File: src/rtl/des_decrypt_iter.sv
// Iterative DES decryption engine: one Feistel round per clock, 16 rounds per block,
// with valid/ready handshakes on both sides and one block in flight at a time.
module des_decrypt_iter #(
  parameter bit ZEROIZE = 1'b1
) (
  input  logic        clk,
  input  logic        rst_n,
  input  logic        in_valid,
  output logic        in_ready,
  input  logic [1:64] ct_in,
  input  logic [1:64] key_in,
  output logic        out_valid,
  input  logic        out_ready,
  output logic [1:64] pt_out,
  output logic        busy
);

  localparam int unsigned IP_T [64] = '{
    58, 50, 42, 34, 26, 18, 10, 2, 60, 52, 44, 36, 28, 20, 12, 4,
    62, 54, 46, 38, 30, 22, 14, 6, 64, 56, 48, 40, 32, 24, 16, 8,
    57, 49, 41, 33, 25, 17,  9, 1, 59, 51, 43, 35, 27, 19, 11, 3,
    61, 53, 45, 37, 29, 21, 13, 5, 63, 55, 47, 39, 31, 23, 15, 7};

  localparam int unsigned FP_T [64] = '{
    40, 8, 48, 16, 56, 24, 64, 32, 39, 7, 47, 15, 55, 23, 63, 31,
    38, 6, 46, 14, 54, 22, 62, 30, 37, 5, 45, 13, 53, 21, 61, 29,
    36, 4, 44, 12, 52, 20, 60, 28, 35, 3, 43, 11, 51, 19, 59, 27,
    34, 2, 42, 10, 50, 18, 58, 26, 33, 1, 41,  9, 49, 17, 57, 25};

  localparam int unsigned E_T [48] = '{
    32,  1,  2,  3,  4,  5,  4,  5,  6,  7,  8,  9,
     8,  9, 10, 11, 12, 13, 12, 13, 14, 15, 16, 17,
    16, 17, 18, 19, 20, 21, 20, 21, 22, 23, 24, 25,
    24, 25, 26, 27, 28, 29, 28, 29, 30, 31, 32,  1};

  localparam int unsigned P_T [32] = '{
    16,  7, 20, 21, 29, 12, 28, 17,  1, 15, 23, 26,  5, 18, 31, 10,
     2,  8, 24, 14, 32, 27,  3,  9, 19, 13, 30,  6, 22, 11,  4, 25};

  localparam int unsigned PC1_T [56] = '{
    57, 49, 41, 33, 25, 17,  9,  1, 58, 50, 42, 34, 26, 18,
    10,  2, 59, 51, 43, 35, 27, 19, 11,  3, 60, 52, 44, 36,
    63, 55, 47, 39, 31, 23, 15,  7, 62, 54, 46, 38, 30, 22,
    14,  6, 61, 53, 45, 37, 29, 21, 13,  5, 28, 20, 12,  4};

  localparam int unsigned PC2_T [48] = '{
    14, 17, 11, 24,  1,  5,  3, 28, 15,  6, 21, 10,
    23, 19, 12,  4, 26,  8, 16,  7, 27, 20, 13,  2,
    41, 52, 31, 37, 47, 55, 30, 40, 51, 45, 33, 48,
    44, 49, 39, 56, 34, 53, 46, 42, 50, 36, 29, 32};

  // Tables use DES numbering (bit 1 = MSB); DES bit k of an n-bit word sits at index n-k.
  function automatic logic [63:0] ip(input logic [63:0] x);
    ip = '0;
    for (int i = 0; i < 64; i++) ip[6'(63 - i)] = x[6'(64 - IP_T[i])];
  endfunction

  function automatic logic [63:0] fp(input logic [63:0] x);
    fp = '0;
    for (int i = 0; i < 64; i++) fp[6'(63 - i)] = x[6'(64 - FP_T[i])];
  endfunction

  function automatic logic [47:0] expand(input logic [31:0] x);
    expand = '0;
    for (int i = 0; i < 48; i++) expand[6'(47 - i)] = x[5'(32 - E_T[i])];
  endfunction

  function automatic logic [31:0] pbox(input logic [31:0] x);
    pbox = '0;
    for (int i = 0; i < 32; i++) pbox[5'(31 - i)] = x[5'(32 - P_T[i])];
  endfunction

  function automatic logic [55:0] pc1(input logic [63:0] x);
    pc1 = '0;
    for (int i = 0; i < 56; i++) pc1[6'(55 - i)] = x[6'(64 - PC1_T[i])];
  endfunction

  function automatic logic [47:0] pc2(input logic [55:0] x);
    pc2 = '0;
    for (int i = 0; i < 48; i++) pc2[6'(47 - i)] = x[6'(56 - PC2_T[i])];
  endfunction

  typedef enum logic [1:0] {IDLE, ROUND, DONE} state_t;

  state_t      state, state_next;
  logic [31:0] l, r;
  logic [27:0] c, d;
  logic [4:0]  rnd;

  logic [27:0] c_rot, d_rot;
  logic [47:0] sbox_in;
  logic [31:0] sbox_out;
  logic [31:0] f_out, l_new, r_new;
  logic        accept, last;

  assign in_ready = (state == IDLE) && rst_n;
  assign busy     = (state != IDLE);
  assign accept   = in_valid && in_ready;
  assign last     = (rnd == 5'd16);

  // Decryption walks the key schedule backwards, so C/D rotate right.
  always_comb begin
    // NOTE: defaults first so every path assigns c_rot/d_rot and no latch is inferred.
    c_rot = c;
    d_rot = d;
    if (rnd == 5'd2 || rnd == 5'd9 || rnd == 5'd16) begin
      c_rot = {c[0], c[27:1]};
      d_rot = {d[0], d[27:1]};
    end else if (rnd != 5'd1) begin
      c_rot = {c[1:0], c[27:2]};
      d_rot = {d[1:0], d[27:2]};
    end
  end

  assign sbox_in = expand(r) ^ pc2({c_rot, d_rot});

  for (genvar g = 0; g < 8; g++) begin : g_sbox
    des_sbox #(.SEL(g + 1)) u_sbox (
      .din  (sbox_in[47 - 6*g -: 6]),
      .dout (sbox_out[31 - 4*g -: 4])
    );
  end

  assign f_out = pbox(sbox_out);
  assign l_new = r;
  assign r_new = l ^ f_out;

  always_ff @(posedge clk) begin
    // NOTE: sequential state is updated with <= so every register samples pre-edge values.
    if (!rst_n) state <= IDLE;
    else        state <= state_next;
  end

  always_comb begin
    state_next = state;
    case (state)
      IDLE:    if (accept)    state_next = ROUND;
      ROUND:   if (last)      state_next = DONE;
      DONE:    if (out_ready) state_next = IDLE;
      default:                state_next = IDLE;
    endcase
  end

  always_ff @(posedge clk) begin
    if (!rst_n) begin
      l         <= '0;
      r         <= '0;
      c         <= '0;
      d         <= '0;
      rnd       <= '0;
      pt_out    <= '0;
      out_valid <= 1'b0;
    end else begin
      case (state)
        IDLE: begin
          if (accept) begin
            {l, r} <= ip(ct_in);
            {c, d} <= pc1(key_in);
            rnd    <= 5'd1;
          end
        end
        ROUND: begin
          l <= l_new;
          r <= r_new;
          c <= c_rot;
          d <= d_rot;
          if (last) begin
            pt_out    <= fp({r_new, l_new});
            out_valid <= 1'b1;
          end else begin
            rnd <= rnd + 5'd1;
          end
        end
        DONE: begin
          if (out_ready) begin
            out_valid <= 1'b0;
            if (ZEROIZE) begin
              l <= '0;
              r <= '0;
              c <= '0;
              d <= '0;
            end
          end
        end
        default: ;
      endcase
    end
  end

endmodule

// DES S-box: 6-bit in, 4-bit out; row = outer bits, column = middle four bits.
module des_sbox #(
  parameter int SEL = 1
) (
  input  logic [5:0] din,
  output logic [3:0] dout
);

  typedef logic [0:63][3:0] table_t;

  function automatic table_t sel_table(input int s);
    case (s)
      1: return 256'hE4D12FB83A6C5907_0F74E2D1A6CB9538_41E8D62BFC973A50_FC8249175B3EA06D;
      2: return 256'hF18E6B34972DC05A_3D47F28EC01A69B5_0E7BA4D158C6932F_D8A13F42B67C05E9;
      3: return 256'hA09E63F51DC7B428_D709346A285ECBF1_D6498F30B12C5AE7_1AD069874FE3B52C;
      4: return 256'h7DE3069A1285BC4F_D8B56F03472C1AE9_A690CB7DF13E5284_3F06A1D8945BC72E;
      5: return 256'h2C417AB6853FD0E9_EB2C47D150FA3986_421BAD78F9C5630E_B8C71E2D6F09A453;
      6: return 256'hC1AF92680D34E75B_AF427C9561DE0B38_9EF528C3704A1DB6_432C95FABE17608D;
      7: return 256'h4B2EF08D3C975A61_D0B7491AE35C2F86_14BDC37EAF680592_6BD814A7950FE23C;
      default: return 256'hD2846FB1A93E50C7_1FD8A374C56B0E92_7B419CE206ADF358_21E74A8DFC90356B;
    endcase
  endfunction

  localparam table_t TBL = sel_table(SEL);

  assign dout = TBL[{din[5], din[0], din[4:1]}];

endmodule

File: config.mk
export PLATFORM = sky130hd
export DESIGN_NAME = des_decrypt_iter
export DESIGN_NICKNAME = d
export VERILOG_FILES = /design/src/rtl/des_decrypt_iter.sv
export SDC_FILE = /design/constraint.sdc
export NUM_CORES = 1
export LEC_CHECK = 0
export CAP_MARGIN = 25
export CELL_PAD_IN_SITES_DETAIL_PLACEMENT = 1
export CELL_PAD_IN_SITES_GLOBAL_PLACEMENT = 1
export CORE_UTILIZATION = 36
export CTS_BUF_LIST = sky130_fd_sc_hd__clkbuf_8
export CTS_CLUSTER_DIAMETER = 30
export DETAILED_ROUTE_END_ITERATION = 12
export PLACE_DENSITY_LB_ADDON = 0.12
export SLEW_MARGIN = 20
export SYNTH_ARGS = -nofsm -noshare
export SYNTH_HDL_FRONTEND = slang
export SYNTH_SLANG_ARGS = --single-unit
File: constraint.sdc
create_clock -name clk -period 4.15 [get_ports clk]
set_clock_uncertainty 0.15 [all_clocks]
set_input_delay 0.415 -clock clk [delete_from_list [all_inputs] [get_ports clk]]
set_output_delay 0.415 -clock clk [all_outputs]
set_load 0.03 [all_outputs]
== After elaboration in Yosys (flattened, before gate mapping) ==
Memories as Yosys holds them, arrays and structs flattened.
Index checks and enable logic that the tools add are counted.

* Magnitude comparators: 8
* Equal/unequal tests: 11
* Add/subtract/negate cells: 1
* Bitwise gates (word level): 10
* Muxes and demuxes: 40
* Reductions and logical operators: 15

{| class="wikitable"
|+ Operator list
! kind !! count
|-
| 28-bit 2-to-1 mux || 7
|-
| 32-bit case mux with 3 select lines || 2
|-
| 28-bit case mux with 3 select lines || 2
|-
| 32-bit 2-to-1 mux || 3
|-
| 7-bit greater-or-equal comparator, second input constant || 8
|-
| 6-bit inverter with 7-bit output || 5
|-
| 32-bit by 16-bit bitwise XOR with 32-bit output || 1
|-
| 32-bit bitwise XOR || 1
|-
| 3-bit 2-to-1 mux || 8
|-
| 4-bit 2-to-1 mux || 6
|-
| 1-bit inverter with 7-bit output, first input constant || 2
|-
| 3-bit AND reduction || 4
|-
| 2-bit 2-to-1 mux || 5
|-
| 5-bit 2-to-1 mux || 2
|-
| 5-bit case mux with 2 select lines || 1
|-
| 2-bit != test, second input constant || 4
|-
| 5-bit inverter with 7-bit output || 1
|-
| 2-bit case mux with 3 select lines || 1
|-
| 2-bit nonzero test || 3
|-
| 5-bit by 1-bit adder with 5-bit output, second input constant || 1
|-
| 5-bit by 2-bit equality test with 1-bit output, second input constant || 1
|-
| 5-bit by 4-bit equality test with 1-bit output, second input constant || 1
|-
| 5-bit equality test, second input constant || 1
|-
| 5-bit by 1-bit != test with 1-bit output, second input constant || 1
|-
| 11 further kinds || 14
|}

* Memory bits (read-only): 2048
* Input port bits: 132
* Memories: 8
* Output and inout bits: 67
* Register bits after elaboration: 160

{| class="wikitable"
|+ Memories
! memory !! depth !! width !! read ports !! clocked after memory_dff !! write ports !! line !! RTL
|-
| (name not given) || 64 || 4 || 1 || 0 || 0 || 217 || <nowiki>assign dout = TBL[{din[5], din[0], din[4:1]}];</nowiki>
|-
| (name not given) || 64 || 4 || 1 || 0 || 0 || 217 ||
|-
| (name not given) || 64 || 4 || 1 || 0 || 0 || 217 ||
|-
| (name not given) || 64 || 4 || 1 || 0 || 0 || 217 ||
|-
| (name not given) || 64 || 4 || 1 || 0 || 0 || 217 ||
|-
| (name not given) || 64 || 4 || 1 || 0 || 0 || 217 ||
|-
| 2 more memories || -- || -- || -- || -- || -- || -- ||
|}

== Depth between registers and ports, before layout ==
Gate-level depths: netlist of run 1.

* Depth in word-level cells: 11
* Mapped depth: 17
* Gate-level depth less buffers: 16

== Hierarchy ==
Synthesis of run 1 repeated with hierarchy kept, for this count alone.

* Cells, all modules: 1688
* Area, all modules: 13090.1 um^2

{| class="wikitable"
|+ Modules (own cells, without submodules)
! module !! instances !! area each (um^2) !! cells an instance
|-
| des_decrypt_iter || 1 || 7986.4 || 1002
|-
| des_sbox at g_sbox[4].u_sbox || 1 || 691.9 || 95
|-
| des_sbox at g_sbox[7].u_sbox || 1 || 665.6 || 91
|-
| des_sbox at g_sbox[6].u_sbox || 1 || 653.1 || 86
|-
| des_sbox at g_sbox[5].u_sbox || 1 || 648.1 || 90
|-
| des_sbox at g_sbox[0].u_sbox || 1 || 645.6 || 85
|-
| des_sbox at g_sbox[1].u_sbox || 1 || 629.4 || 80
|-
| des_sbox at g_sbox[2].u_sbox || 1 || 616.8 || 87
|-
| des_sbox at g_sbox[3].u_sbox || 1 || 553.0 || 72
|}

== Worst setup path before layout of run 1 ==
Ideal clock, no wire load.

* Kind: register to register
* From: register rnd[0]
* To: register r[0] (netlist: l_new[0])
* Library setup time: 0.079 ns
* Data arrival time: 3.705 ns
* Cell stages (with the launch flop): 16
* Period minus slack after synthesis: 3.934 ns
* Required time: 3.921 ns
* Slack: 0.216 ns
* Cell sequence: dfxtp_1 -> inv_1 -> ha_1 -> mux2_4 -> mux2i_4 -> buf_4 -> nor3_1 -> a31oi_1 -> xor2_1 -> ha_1 -> mux4_2 -> nor2b_1 -> a31oi_1 -> nand2_1 -> a211o_1 -> o211ai_1

* Longest elaborated chain between the ends: 11
* Elaborated cells between the ends (all ways): 15
* Classes of those cells: eq/ne: 4; mux: 5; bitwise: 3; reduce/logical: 2; memory: 1

{| class="wikitable"
|+ RTL lines
! item !! line !! RTL
|-
| start, declared || 88 || <nowiki>logic [4:0] rnd;</nowiki>
|-
| start signal, assigned || 171 || <nowiki>rnd <= rnd + 5'd1;</nowiki>
|-
| 5-bit by 2-bit equality test with 1-bit output / 5-bit by 4-bit equality test with 1-bit output (equally long branches) || 106 || <nowiki>if (rnd == 5'd2 || rnd == 5'd9 || rnd == 5'd16) begin</nowiki>
|-
| 1-bit logical OR (2 in a row) || 106 ||
|-
| 28-bit 2-to-1 mux * || 106 ||
|-
| 32-bit bitwise XOR * || 115 || <nowiki>assign sbox_in = expand(r) ^ pc2({c_rot, d_rot});</nowiki>
|-
| 6-bit inverter with 7-bit output (implied by the code) * || 217 ||
|-
| memory 64 x 4 bit * || -- ||
|-
| 4-bit 2-to-1 mux (implied by the code) * (2 in a row) || 217 ||
|-
| 32-bit by 16-bit bitwise XOR with 32-bit output * || 126 || <nowiki>assign r_new = l ^ f_out;</nowiki>
|-
| 32-bit case mux with 3 select lines * || 154 || <nowiki>case (state)</nowiki>
|-
| end signal, assigned || 157 || <nowiki>{l, r} <= ip(ct_in);</nowiki>
|-
| end signal, assigned || 164 || <nowiki>r <= r_new;</nowiki>
|-
| end, declared || 86 || <nowiki>logic [31:0] l, r;</nowiki>
|}

Mark *: on every way between the ends. The rest lies on a longest branch, timed or not. The select of a mux whose other input is x is not followed.
A chain may end at the register's enable or synchronous reset.

== Worst setup path after layout of run 1 ==
* From: register rnd[0]
* To: register r[12] (netlist: l_new[12])

Same word-level chain as after synthesis.

==> results.py, run 1 <==
metrics = {
    "logic_synthesis": {
        "yosys.area.top_type_share_pct": 30.8,
        "synthTopCellsByArea": "dfxtp_1 (31%), nand2_1 (7.3%), ha_1 (4.7%)",
        "async_flop_share_pct": 0,
        "synth_edf_count": 0,
        "synth_cell_type_count": 73,
        "synthFlopType": "dfxtp_1",
        "syn_avg_cell_area_um2": 8.02,
        "synth_top_family_by_area": "compound AO/OA/AOI/OAI gates",
        "synth-seq-area-share_pct": 30.8,
        "synth_commonest_cells": "nand2_1 (193), dfxtp_1 (152), clkbuf_1 (78)",
        "yosysMostFrequentCell": "nand2_1",
        "yosysWarnings": 0,
        "post_synth_inst_count": 1232,
        "synth.largest_area_cell": "dfxtp_1",
        "synth-compound-area-share_pct": 25.1,
        "synthMuxAreaShare_pct": 5.32,
        "synth-xor-area-share_pct": 4.81,
        "syn_area_um2": 9890,
        "synth-adder-area-share_pct": 4.68,
        "synth-simple-area-share_pct": 21.5,
        "ys_ff_latch": 152,
    },
    "worst_setup_path": {
        "worstSetupPathType": "reg2reg",
        "cp_data_required_time_ps": 4360,
        "cpMaxStageDelayCell": "or3_1",
        "cp.arrival_ps": 4190,
        "reg2reg_slack_ps": 170,
        "start_kind": "register",
        "cp-end-kind": "register",
        "critPathMaxFanout": 5,
        "crit_chain": "inv_1 > ha_1 > mux2_4 > mux2_4 > a221oi_4 > nor3_1 > or2_1 > ha_1 > or3_1 > a311oi_2 > a311oi_2 > o22ai_1 > xnor2_2 > a221oi_2 > nor2_1",
        "max_stage_delay_ps": 390,
    },
    "min_path": {
        "hold_path.class": "reg2reg",
    },
    "global_routing": {
        "grt_usage_pct": 23.7,
        "grt_antenna_before_repair": 0,
        "grt_pass1_vias": 9357,
        "grt_max_degree": 80,
        "grt_pass1_wl_um": 52500,
        "grt.overflow.total": 0,
    },
    "sta": {
        "max_slew_margin_pct": 36.1,
        "final_hold_viol_count": 0,
        "rsz0062_at_grt": "true",
        "worst_pin_slew_ps": 958,
        "fin_tns_setup_ps": 0,
        "post-route-period-util_pct": 95.9,
        "maxSlewViolCount": 0,
        "fmax_mhz": 251,
        "finalSetupViolCount": 0,
        "final.min_clock_period_ps": 3980,
    },
    "layout": {
        "instances_no_fill": 1678,
        "nNetsFinal": 1493,
        "drive_gt1_share_pct": 12.3,
        "fin_area_um2": 12000,
        "fin_util_pct": 44.4,
        "area_growth_pct": 21.0,
        "antenna_cells": 0,
    },
    "floorplan": {
        "die_y_um": 168,
        "core_um2": 27000,
        "dieArea_um2": 28100,
        "num_rows": 60,
        "initial_utilization_pct": 36.7,
        "die_w_um": 168,
        "ioPinCount": 199,
    },
    "place": {
        "place_congestion": 0.853,
        "dp.cells": 1641,
        "placed_area_um2": 11400,
        "post-dp-hpwl_um": 23400,
        "port_buffers": 98,
    },
    "cts": {
        "cts_tree": "yes",
        "cts_buffers": 17,
        "cts_hold_buf": 0,
        "clk_latency_ps": 470,
        "htreeDepth": 4,
        "clkSinkCount": 152,
        "clk_pin_slew_ps": 90,
        "cts_max_path_buffers": 2,
        "clock-root-buffer": "clkbuf_8",
    },
    "drt": {
        "wire_per_inst_um": 19.6,
        "drt_iter0_drc": 535,
        "num_vias": 9324,
        "ant_nets": 0,
        "route.detailed.drc": 0,
        "dr.pass1.iters": 6,
        "routed_via_density": 5.56,
        "routed_wl_um": 33000,
    },
    "run_status": {
        "outcome": "completed",
    },
    "flow_run": {
        "maxCapViolCount": 0,
    },
    "power": {
        "irDropWorstVdd_uv": 183,
        "power_leakage_uw": 0.00465,
        "power_density_nw_per_um2": 450,
    },
}
## state kept, by name (all words and copies together) (netlist names)
register and count:
l 28, rnd 5, state 2, l_new 28
d 28, pt_out 32, c 28, out_valid 1
## metrics by stage
step	worst slack (ps)	total power (µW)	hold slack (ps)
3_5_place_dp	35.6	4100	296
4_1_cts	32.8	5370	308
5_1_grt	-6.55	5720	337
3_3_place_gp	101	4050	286
2_1_floorplan	216	3340	278
6_report	170	5380	308
## kinds of logic (layout without fill, tap and decap cells)
kind of cell               Yosys count  after routing
other                                1             32
xor gates and xnor gates            47             47
DFF                                152            152
AOI/OAI and AO/OA                  344            344
adders and majority gates           37             37
buffers and inverters              158            232
and+or+nand+nor                    450            450
muxes                               43             43
## worst max-delay path: cells and delay by family, from the launching register on
family          cells  cell delay (ps)
compound gates      5             1280
simple gates        4              830
flops               1              370
mux                 2              640
fa+ha+maj           2              410
buf+inv             1               70
xor+xnor            1              130
## final cells by class
class,instances,area [µm²]
clock inverter,13,161
fill,3258,15000
tap,341,427
clock buffer,19,262
timing repair buffer,171,1590
multi-input combinational,953,6370
inverter,29,109
sequential,152,3040
## path summary, 6_finish.rpt
path                            depth (start not counted)                endpoint                start
worst max-delay path                                   15  l_new[12]$_SDFFE_PN0P_  rnd[0]$_SDFFE_PN0P_
worst min-delay path                                    2       l[1]$_SDFFE_PN0P_    l[1]$_SDFFE_PN0P_
worst max register to register                         15  l_new[12]$_SDFFE_PN0P_  rnd[0]$_SDFFE_PN0P_
worst min register to register                          2       l[1]$_SDFFE_PN0P_    l[1]$_SDFFE_PN0P_
## power breakdown
part           internal [µW]  switching, µW
sequential              1560            151
combinational           1060           1360
clock                    586            661
total                   3200           2180
## layer usage
metal  global-route usage [%]  routed length, µm  vias to the layer above
li1                         -                  -                     4513
met1                     30.7              15300                     4632
met2                     40.6              16300                      150
met3                     3.21                839                       29
met4                     7.14                579                        0
met5                        0                  0                        -
## cells in the final DEF, fill, tap and decap left out, types with 31 or more instances in the layout
master	count
conb_1	32
nand2_1	193
mux2i_1	33
o21ai_0	59
nor2_1	66
ha_1	36
clkdlybuf4s50_1	97
dfxtp_1	151
nand3_1	43
buf_4	67
nor3_1	31
a21oi_1	69
## what timing repair did
action / 4_1_cts / 5_1_grt
setup endpoints to repair: 0 / 12
resized for setup: 0 / 25
setup buffers: 0 / 5
Note: power is estimated with default switching activity, not from simulation.
==> run 2, diff against run 1 <==
Settings changed: CORE_UTILIZATION 36 to 40, SETUP_SLACK_MARGIN set to 0.15.
Clock period 4.15 ns to 4.4 ns, I/O delays scaled along.
==> results.py, run 2 (synthesized netlist as in run 1, its figures left out) <==
metrics = {
    "layout": {
        "largest_reg_flops": 32,
        "nNetsFinal": 1478,
        "antenna_cells": 0,
        "layout_commonest_cell": "nand2_1",
        "instances_no_fill": 1646,
        "drive_gt1_share_pct": 11.3,
        "final_cell_mix": "nand2_1 (192), dfxtp_1 (151), clkdlybuf4s50_1 (97)",
        "area_growth_pct": 18.3,
        "regMostFlops": "pt_out",
    },
    "global_routing": {
        "grt_usage_pct": 25.5,
        "grt_max_degree": 78,
        "grt_pass1_vias": 9190,
        "grt_pass1_wl_um": 51100,
        "grt.overflow.total": 0,
        "grt_antenna_before_repair": 0,
    },
    "place": {
        "post-dp-hpwl_um": 22600,
        "dp.cells": 1613,
        "place_congestion": 0.859,
        "port_buffers": 98,
    },
    "sta": {
        "max_slew_margin_pct": 47.9,
        "post-route-period-util_pct": 92.7,
        "final_hold_viol_count": 0,
        "fmax_mhz": 245,
        "maxSlewViolCount": 0,
        "fin_tns_setup_ps": 0,
        "finalSetupViolCount": 0,
        "rsz0062_at_grt": "true",
        "final.min_clock_period_ps": 4080,
        "worst_pin_slew_ps": 781,
    },
    "cts": {
        "clk_pin_slew_ps": 90,
        "clk_latency_ps": 480,
        "clkSinkCount": 152,
        "htreeDepth": 4,
        "cts_max_path_buffers": 2,
        "clock-root-buffer": "clkbuf_8",
        "cts_buffers": 17,
        "cts_tree": "yes",
    },
    "floorplan": {
        "die_w_um": 159,
        "die_y_um": 159,
        "core_um2": 24200,
        "num_rows": 57,
        "ioPinCount": 199,
        "initial_utilization_pct": 40.8,
        "dieArea_um2": 25300,
    },
    "worst_setup_path": {
        "cp.arrival_ps": 4300,
        "cp-end-kind": "register",
        "start_kind": "register",
        "critPathMaxFanout": 6,
        "worstSetupPathType": "reg2reg",
        "cp_data_required_time_ps": 4620,
    },
    "drt": {
        "routed_via_density": 5.63,
        "routed_wl_um": 31800,
        "dr.pass1.iters": 5,
        "ant_nets": 0,
        "route.detailed.drc": 0,
        "num_vias": 9263,
        "drt_iter0_drc": 604,
        "wire_per_inst_um": 19.3,
    },
    "flow_run": {
        "maxCapViolCount": 0,
    },
    "power": {
        "power_density_nw_per_um2": 417,
        "irDropWorstVdd_uv": 195,
        "power_leakage_uw": 0.00452,
    },
    "run_status": {
        "outcome": "completed",
    },
    "min_path": {
        "hold_path.class": "reg2reg",
    },
}
run 2: per-layer routing:
layer / vias up / track usage (%) / share of wire [%]
met5: - / 0 / 0
met4: 0 / 6.95 / 1.8
met3: 34 / 4.25 / 3.1
met2: 167 / 44.3 / 49
met1: 4584 / 32.5 / 46
li1: 4478 / - / -
run 2: metrics by stage:
step | setup slack (ps) | instance area (µm²) | util, % | power (µW) | hold WS [ps]
after floorplan | 466 | 10000 | - | 3150 | 278
after global placement | 259 | 11200 | 46.3 | 3760 | 287
after detailed placement | 136 | 11200 | 46.3 | 3820 | 294
after CTS | 180 | 11600 | 47.9 | 4890 | 306
after global routing | 101 | 11700 | 48.2 | 5180 | 329
final | 321 | 11700 | 48.2 | 4870 | 305
run 2: cell type report:
| class | count | area (µm²) |
|---|---|---|
| Clock buffer | 18 | 248 |
| Timing Repair Buffer | 156 | 1460 |
| Inverter | 29 | 109 |
| Tap cell | 324 | 405 |
| Clock inverter | 14 | 116 |
| Multi-Input combinational cell | 953 | 6310 |
| Fill cell | 2923 | 12600 |
| Sequential cell | 152 | 3040 |
run 2: critical path, cell delays in order, from the launching register on:
cell,delay [ps]
dfxtp_2,390
inv_1,70
ha_1,250
mux2_4,300
mux2_4,340
a221oi_2,380
nor3_1,100
or2_1,300
ha_1,200
or3_1,370
a311oi_1,270
a311oi_1,100
a2bb2oi_1,200
buf_4,160
xnor2_1,80
a221oi_1,250
nor2_1,60
run 2: timing repair:
item,in CTS,in global routing
setup buffers,1,0
endpoints found under the setup margin,2,9
hold buffers,0,0
pin swaps,0,0
resized for setup,4,13
run 2: final timing paths:
check                       from                     to  slack (ps)  cells past startpoint
max          rnd[0]$_SDFFE_PN0P_  l_new[6]$_SDFFE_PN0P_         320                     16
min            l[1]$_SDFFE_PN0P_      l[1]$_SDFFE_PN0P_         310                      2
max reg2reg  rnd[0]$_SDFFE_PN0P_  l_new[6]$_SDFFE_PN0P_         320                     16
min reg2reg    l[1]$_SDFFE_PN0P_      l[1]$_SDFFE_PN0P_         310                      2
run 2: power breakdown:
| group | switching [µW] | internal, µW |
|---|---|---|
| Combinational | 1260 | 949 |
| Sequential | 141 | 1470 |
| Clock | 632 | 418 |
